### src/rtl/mult_div_unit.sv
// Multi-cycle multiply/divide unit owning the HI/LO pair: fixed-latency pipelined multiply
// (with MADD/MSUB accumulate) and restoring divide producing one quotient bit per cycle.
module mult_div_unit #(
  parameter int WIDTH       = 32,
  parameter int MUL_LATENCY = 3
) (
  input  logic             iCLK,
  input  logic             iRST,
  input  logic             iStart,
  input  logic [3:0]       iOp,
  input  logic [WIDTH-1:0] iA,
  input  logic [WIDTH-1:0] iB,
  input  logic             iFlush,
  output logic             oBusy,
  output logic             oDone,
  output logic             oDivZero,
  output logic [WIDTH-1:0] oHI,
  output logic [WIDTH-1:0] oLO
);
  localparam int CW = $clog2(WIDTH + MUL_LATENCY + 2);
  localparam logic [CW-1:0] MUL_LAST = CW'(MUL_LATENCY - 1);
  localparam logic [CW-1:0] DIV_LAST = CW'(WIDTH);

  localparam logic [3:0] OP_MULT  = 4'd0;
  localparam logic [3:0] OP_MULTU = 4'd1;
  localparam logic [3:0] OP_DIV   = 4'd2;
  localparam logic [3:0] OP_DIVU  = 4'd3;
  localparam logic [3:0] OP_MADD  = 4'd4;
  localparam logic [3:0] OP_MADDU = 4'd5;
  localparam logic [3:0] OP_MSUB  = 4'd6;
  localparam logic [3:0] OP_MSUBU = 4'd7;
  localparam logic [3:0] OP_MTHI  = 4'd8;
  localparam logic [3:0] OP_MTLO  = 4'd9;

  typedef enum logic [1:0] {IDLE, MUL, DIV} state_t;

  state_t stateReg, stateNext;
  logic busy, mulFinish, divFinish, accept;
  logic isMulOp, isDivOp, isSignedOp, isKnownOp;

  logic [CW-1:0]      cntReg;
  logic [3:0]         opReg;
  logic [WIDTH:0]     mulAReg, mulBReg;
  logic [WIDTH-1:0]   divRemReg, divQuoReg, divisorReg;
  logic               quoNegReg, remNegReg, divZeroPendReg;
  logic [WIDTH-1:0]   hiReg, loReg;
  logic               doneReg, divZeroReg;

  logic [WIDTH-1:0]   aMag, bMag;
  logic [2*WIDTH-1:0] mulProd, mulResult, mulAcc;
  logic [WIDTH:0]     divShift;
  logic               divGe;
  logic [WIDTH-1:0]   divRemNext, quoFix, remFix;

  always_comb begin
    isMulOp    = (iOp == OP_MULT) || (iOp == OP_MULTU) || (iOp == OP_MADD) ||
                 (iOp == OP_MADDU) || (iOp == OP_MSUB) || (iOp == OP_MSUBU);
    isDivOp    = (iOp == OP_DIV) || (iOp == OP_DIVU);
    isSignedOp = ~iOp[0];
    isKnownOp  = (iOp <= OP_MTLO);
    accept     = iStart && !busy && !iFlush;
  end

  always_ff @(posedge iCLK or posedge iRST) begin
    if (iRST) stateReg <= IDLE;
    else      stateReg <= stateNext;
  end

  always_comb begin
    stateNext = stateReg;
    case (stateReg)
      IDLE: begin
        if (accept && isMulOp)      stateNext = MUL;
        else if (accept && isDivOp) stateNext = DIV;
      end
      MUL:     if (mulFinish || iFlush) stateNext = IDLE;
      DIV:     if (divFinish || iFlush) stateNext = IDLE;
      default: stateNext = IDLE;
    endcase
  end

  always_comb begin
    busy      = (stateReg != IDLE);
    mulFinish = (stateReg == MUL) && (cntReg == MUL_LAST);
    divFinish = (stateReg == DIV) && (cntReg == DIV_LAST);
  end

  // Operands are held stable while busy, so the delay line needs no valid bits.
  always_comb begin
    mulProd = {{(WIDTH-1){mulAReg[WIDTH]}}, mulAReg} * {{(WIDTH-1){mulBReg[WIDTH]}}, mulBReg};
  end

  generate
    if (MUL_LATENCY == 1) begin : gNoPipe
      assign mulResult = mulProd;
    end else begin : gPipe
      logic [MUL_LATENCY-2:0][2*WIDTH-1:0] prodPipe;
      always_ff @(posedge iCLK or posedge iRST) begin
        if (iRST) begin
          prodPipe <= '0;
        end else begin
          prodPipe[0] <= mulProd;
          for (int i = 1; i < MUL_LATENCY - 1; i++) prodPipe[i] <= prodPipe[i-1];
        end
      end
      assign mulResult = prodPipe[MUL_LATENCY-2];
    end
  endgenerate

  always_comb begin
    case (opReg)
      OP_MADD, OP_MADDU: mulAcc = {hiReg, loReg} + mulResult;
      OP_MSUB, OP_MSUBU: mulAcc = {hiReg, loReg} - mulResult;
      default:           mulAcc = mulResult;
    endcase
  end

  always_comb begin
    aMag       = (isSignedOp && iA[WIDTH-1]) ? -iA : iA;
    bMag       = (isSignedOp && iB[WIDTH-1]) ? -iB : iB;
    divShift   = {divRemReg, divQuoReg[WIDTH-1]};
    divGe      = (divShift >= {1'b0, divisorReg});
    // Remainder stays below the divisor, so the difference always fits WIDTH bits.
    divRemNext = divGe ? (divShift[WIDTH-1:0] - divisorReg) : divShift[WIDTH-1:0];
    quoFix     = quoNegReg ? -divQuoReg : divQuoReg;
    remFix     = remNegReg ? -divRemReg : divRemReg;
  end

  always_ff @(posedge iCLK or posedge iRST) begin
    if (iRST) begin
      cntReg         <= '0;
      opReg          <= '0;
      mulAReg        <= '0;
      mulBReg        <= '0;
      divRemReg      <= '0;
      divQuoReg      <= '0;
      divisorReg     <= '0;
      quoNegReg      <= 1'b0;
      remNegReg      <= 1'b0;
      divZeroPendReg <= 1'b0;
      hiReg          <= '0;
      loReg          <= '0;
      doneReg        <= 1'b0;
      divZeroReg     <= 1'b0;
    end else begin
      doneReg <= mulFinish || divFinish;
      if (busy) cntReg <= cntReg + 1'b1;
      if (accept) begin
        cntReg         <= '0;
        opReg          <= iOp;
        mulAReg        <= {isSignedOp & iA[WIDTH-1], iA};
        mulBReg        <= {isSignedOp & iB[WIDTH-1], iB};
        divRemReg      <= '0;
        divQuoReg      <= aMag;
        divisorReg     <= bMag;
        quoNegReg      <= isSignedOp & (iA[WIDTH-1] ^ iB[WIDTH-1]);
        remNegReg      <= isSignedOp & iA[WIDTH-1];
        divZeroPendReg <= (iB == '0);
        if (isKnownOp)       divZeroReg <= 1'b0;
        if (iOp == OP_MTHI)  hiReg <= iA;
        if (iOp == OP_MTLO)  loReg <= iA;
      end
      if ((stateReg == DIV) && !divFinish) begin
        divRemReg <= divRemNext;
        divQuoReg <= {divQuoReg[WIDTH-2:0], divGe};
      end
      if (mulFinish) {hiReg, loReg} <= mulAcc;
      if (divFinish) begin
        hiReg      <= remFix;
        loReg      <= divZeroPendReg ? '1 : quoFix;
        divZeroReg <= divZeroPendReg;
      end
    end
  end

  assign oBusy    = busy;
  assign oDone    = doneReg;
  assign oDivZero = divZeroReg;
  assign oHI      = hiReg;
  assign oLO      = loReg;
endmodule
### config.mk
export PLATFORM = sky130hd
export DESIGN_NAME = mult_div_unit
export DESIGN_NICKNAME = d
export VERILOG_FILES = /design/src/rtl/mult_div_unit.sv
export SDC_FILE = /design/constraint.sdc
export NUM_CORES = 2
export LEC_CHECK = 0
export CAP_MARGIN = 20
export CORE_MARGIN = 4
export CORE_UTILIZATION = 42
export CTS_BUF_LIST = sky130_fd_sc_hd__clkbuf_8
export DETAILED_ROUTE_END_ITERATION = 16
export DONT_BUFFER_PORTS = 1
export SYNTH_ARGS = -nofsm -noshare
export SYNTH_HDL_FRONTEND = slang
export SYNTH_SLANG_ARGS = --single-unit
### constraint.sdc
create_clock -name iCLK -period 28 [get_ports iCLK]
set_input_delay 5.6 -clock iCLK [delete_from_list [all_inputs] [get_ports iCLK]]
set_output_delay 5.6 -clock iCLK [all_outputs]
set_load 0.05 [all_outputs]
==> impl_metrics.toml <==
[run_status]
outcome = "finished, final reports clean"

[critical_path]
required_ps = 28650
r2r_cells = 26
cp_max_fo = 20
critPathArrivalTime_ps = 9600
path_class = "reg2reg"
crit_buf_inv = 7
cp_slowest_stage_delay_ps = 780
reg2reg_from = "mulBReg[0]"
worst_setup_path_start_kind = "flop"
crit_slowest_cell = "dfrtp_1"
crit_family = "adder cells"
cp_common_cell = "fa_1"
r2r_end = "gPipe.prodPipe[62]"
reg2reg_setup_slack_ps = 19050
end_kind = "flop"

[hold_path]
hp-class = "reg2reg"
min_to = "mulResult[5]"
min-delay-start = "gPipe.prodPipe[5]"
whs_path_depth = 0

[global_routing]
grt_pass1_vias = 49000
grt_pass1_wl_um = 305000
grtUsageTotal = 0.263
antenna_found_initial = 8
grt_max_degree = 108
gr-total-overflow = 0

[logic_synthesis]
synth_edf_count = 0
ys_top_cells_by_area = "fa_1 (37%), dfrtp_1 (15%), inv_1 (7.0%)"
synth_most_common_cell = "inv_1"
yosys_warnings = 0
synth_top_cell_by_area = "fa_1"
synth_cell_types = 73
ys.flop_type = "dfrtp_1"
yosysTopAreaCellShare = 0.369
syn_inst = 6770
async_reset_ff_frac = 1.00
avgSynthCellArea_um2 = 9.02
synth_area_um2 = 61100
synth_seq_area_share = 0.151
syn_nets = 8284
synth_seq_cells = 368
synth_common_cells = "inv_1 (1132), fa_1 (1127), nand2_1 (978), and2_1 (552), dfrtp_1 (368)"

[sta]
worst_pin_slew_ps = 1200
fin_setup_tns_ps = 0
finClkSkew_ps = 95.1
post-route-period-util = 0.319
period_needed_ps = 8950
finalSetupViolCount = 0
rsz0062_at_grt = "false"
finalHoldViolCount = 0
max_slew_margin = 0.199
max_clock_freq_mhz = 112
slew_viol_final = 0

[detailed_routing]
antenna_left = 0
drt_pass1_iterations = 6
drt_iter0_markers = 3771
vias = 47400
wl_met1_um = 79200
vias_per_cell = 5.57
wl_met3_um = 15500
wl_per_cell_um = 23.3
wl_um = 198000
dr_wl_met2_um = 94400
drc = 0
routed.top_layer = "met4"

[cts]
cts_max_path_buffers = 3
cts-htree-levels = 2
tritoncts = "yes"
cts_buffers = 58
postCtsHoldBufs = 0
clock-sinks = 368
cts_setup_buffers = 0
cts-root-buf = "clkbuf_8"
clock_latency_ps = 740
clk_pin_slew_ps = 80
ctsResizeCount = 0

[floorplanning]
die_area_um2 = 152000
core_um2 = 144000
die_x_um = 389
start_util = 0.424
ioPinCount = 139
rows = 139
die_h_um = 389

[place]
port_buffers = 0
place_hpwl_um = 152000
gp_congestion = 0.966

[cells_and_area]
area_growth_pct = 5.31
nFillCells = 14100
nNetsFinal = 8066
regArea_um2 = 9240
multi_input_area_um2 = 46300
drive_gt1_frac = 0.0377

[job]
drv_cap = 0
## logic make-up (layout without fill, tap and decap cells)
group | count (synthesis) | after routing | synth area share
buf+inv | 1490 | 1321 | 0.0916
xor+xnor | 336 | 336 | 0.0482
mux | 25 | 25 | 0.00410
other cells | 0 | 6 | 0
fa+ha+maj | 1442 | 1442 | 0.434
simple gates | 2119 | 2119 | 0.168
flops | 368 | 368 | 0.151
compound gates | 990 | 990 | 0.103
## cell usage in the layout (no fill, tap or decap), types with 79 or more instances in the layout
cell / netlist / routed
a21o_1: 99 / 99
a21oi_1: 243 / 243
and2_1: 552 / 551
buf_4: 0 / 79
dfrtp_1: 368 / 341
fa_1: 1127 / 1127
ha_1: 315 / 315
inv_1: 1132 / 1138
nand2_1: 978 / 976
nand3_1: 82 / 82
nor2_1: 187 / 183
o21ai_0: 278 / 278
xnor2_1: 206 / 206
xor2_1: 130 / 130
## flip-flops by register name, indices dropped and copies added, names as in the netlist
register / flops
oDone: 1
divZeroPendReg: 1
divRemReg: 32
quoNegReg: 1
mulAReg: 33
stateReg: 2
divisorReg: 31
gPipe.prodPipe: 64
opReg: 3
oLO: 32
oDivZero: 1
divQuoReg: 32
oHI: 32
mulBReg: 33
mulResult: 64
cntReg: 6
## per-layer routing
metal  vias to the layer above  track usage
met4                         0        0.103
met5                         -            0
met3                       412       0.0436
met1                     24300        0.343
met2                      1927        0.438
li1                      20700            -
## cell type report
| cell class | instances | share of cell area |
|---|---|---|
| clock buffer | 68 | 0.0146 |
| antenna | 6 | 0.000233 |
| clock inverter | 41 | 0.00854 |
| timing repair buffer | 80 | 0.00945 |
| multi-input combinational | 4912 | 0.720 |
| sequential | 368 | 0.144 |
| inverter | 1132 | 0.0662 |
| tap | 1903 | 0.0370 |
## worst max-delay path by stage
stage,start,endpoint,cells past startpoint
2_1_floorplan,iRST,cntReg[0],1
5_1_grt,mulBReg[0],gPipe.prodPipe[62],26
3_5_place_dp,iStart,oHI[17],10
3_3_place_gp,iStart,oHI[17],10
4_1_cts,mulBReg[0],gPipe.prodPipe[62],26
6_report,mulBReg[0],gPipe.prodPipe[62],26
## through the flow
step                       util  instance area, um2  hold WS, ps  instances  worst slack, ps
after global placement    0.436               62800          333       8393            18960
after CTS                 0.446               64300          338       8502            19070
final                     0.447               64300          341       8510            19050
after floorplan               -               61100          331       6770            12180
after global routing      0.447               64300          352       8505            18650
after detailed placement  0.436               62800          335       8393            18890
## worst reg2reg max path: stages (launching register included)
cell and delay [ps]:
dfrtp_1 780, buf_4 360, nand2_1 140, inv_1 160
fa_1 490, fa_1 560, fa_1 500, buf_4 250
inv_1 190, fa_1 580, inv_1 590, fa_1 580
fa_1 500, fa_1 490, inv_1 50, fa_1 480
inv_1 40, ha_1 320, and3_1 250, and3_1 200
nand2b_1 80, and4b_1 180, o21ai_0 130, a31oi_1 330
o21bai_1 170, a311oi_1 330, xnor2_1 150
Power is not shown: default switching activity piles up to over one toggle a cycle in this logic, so the estimate is an artifact.
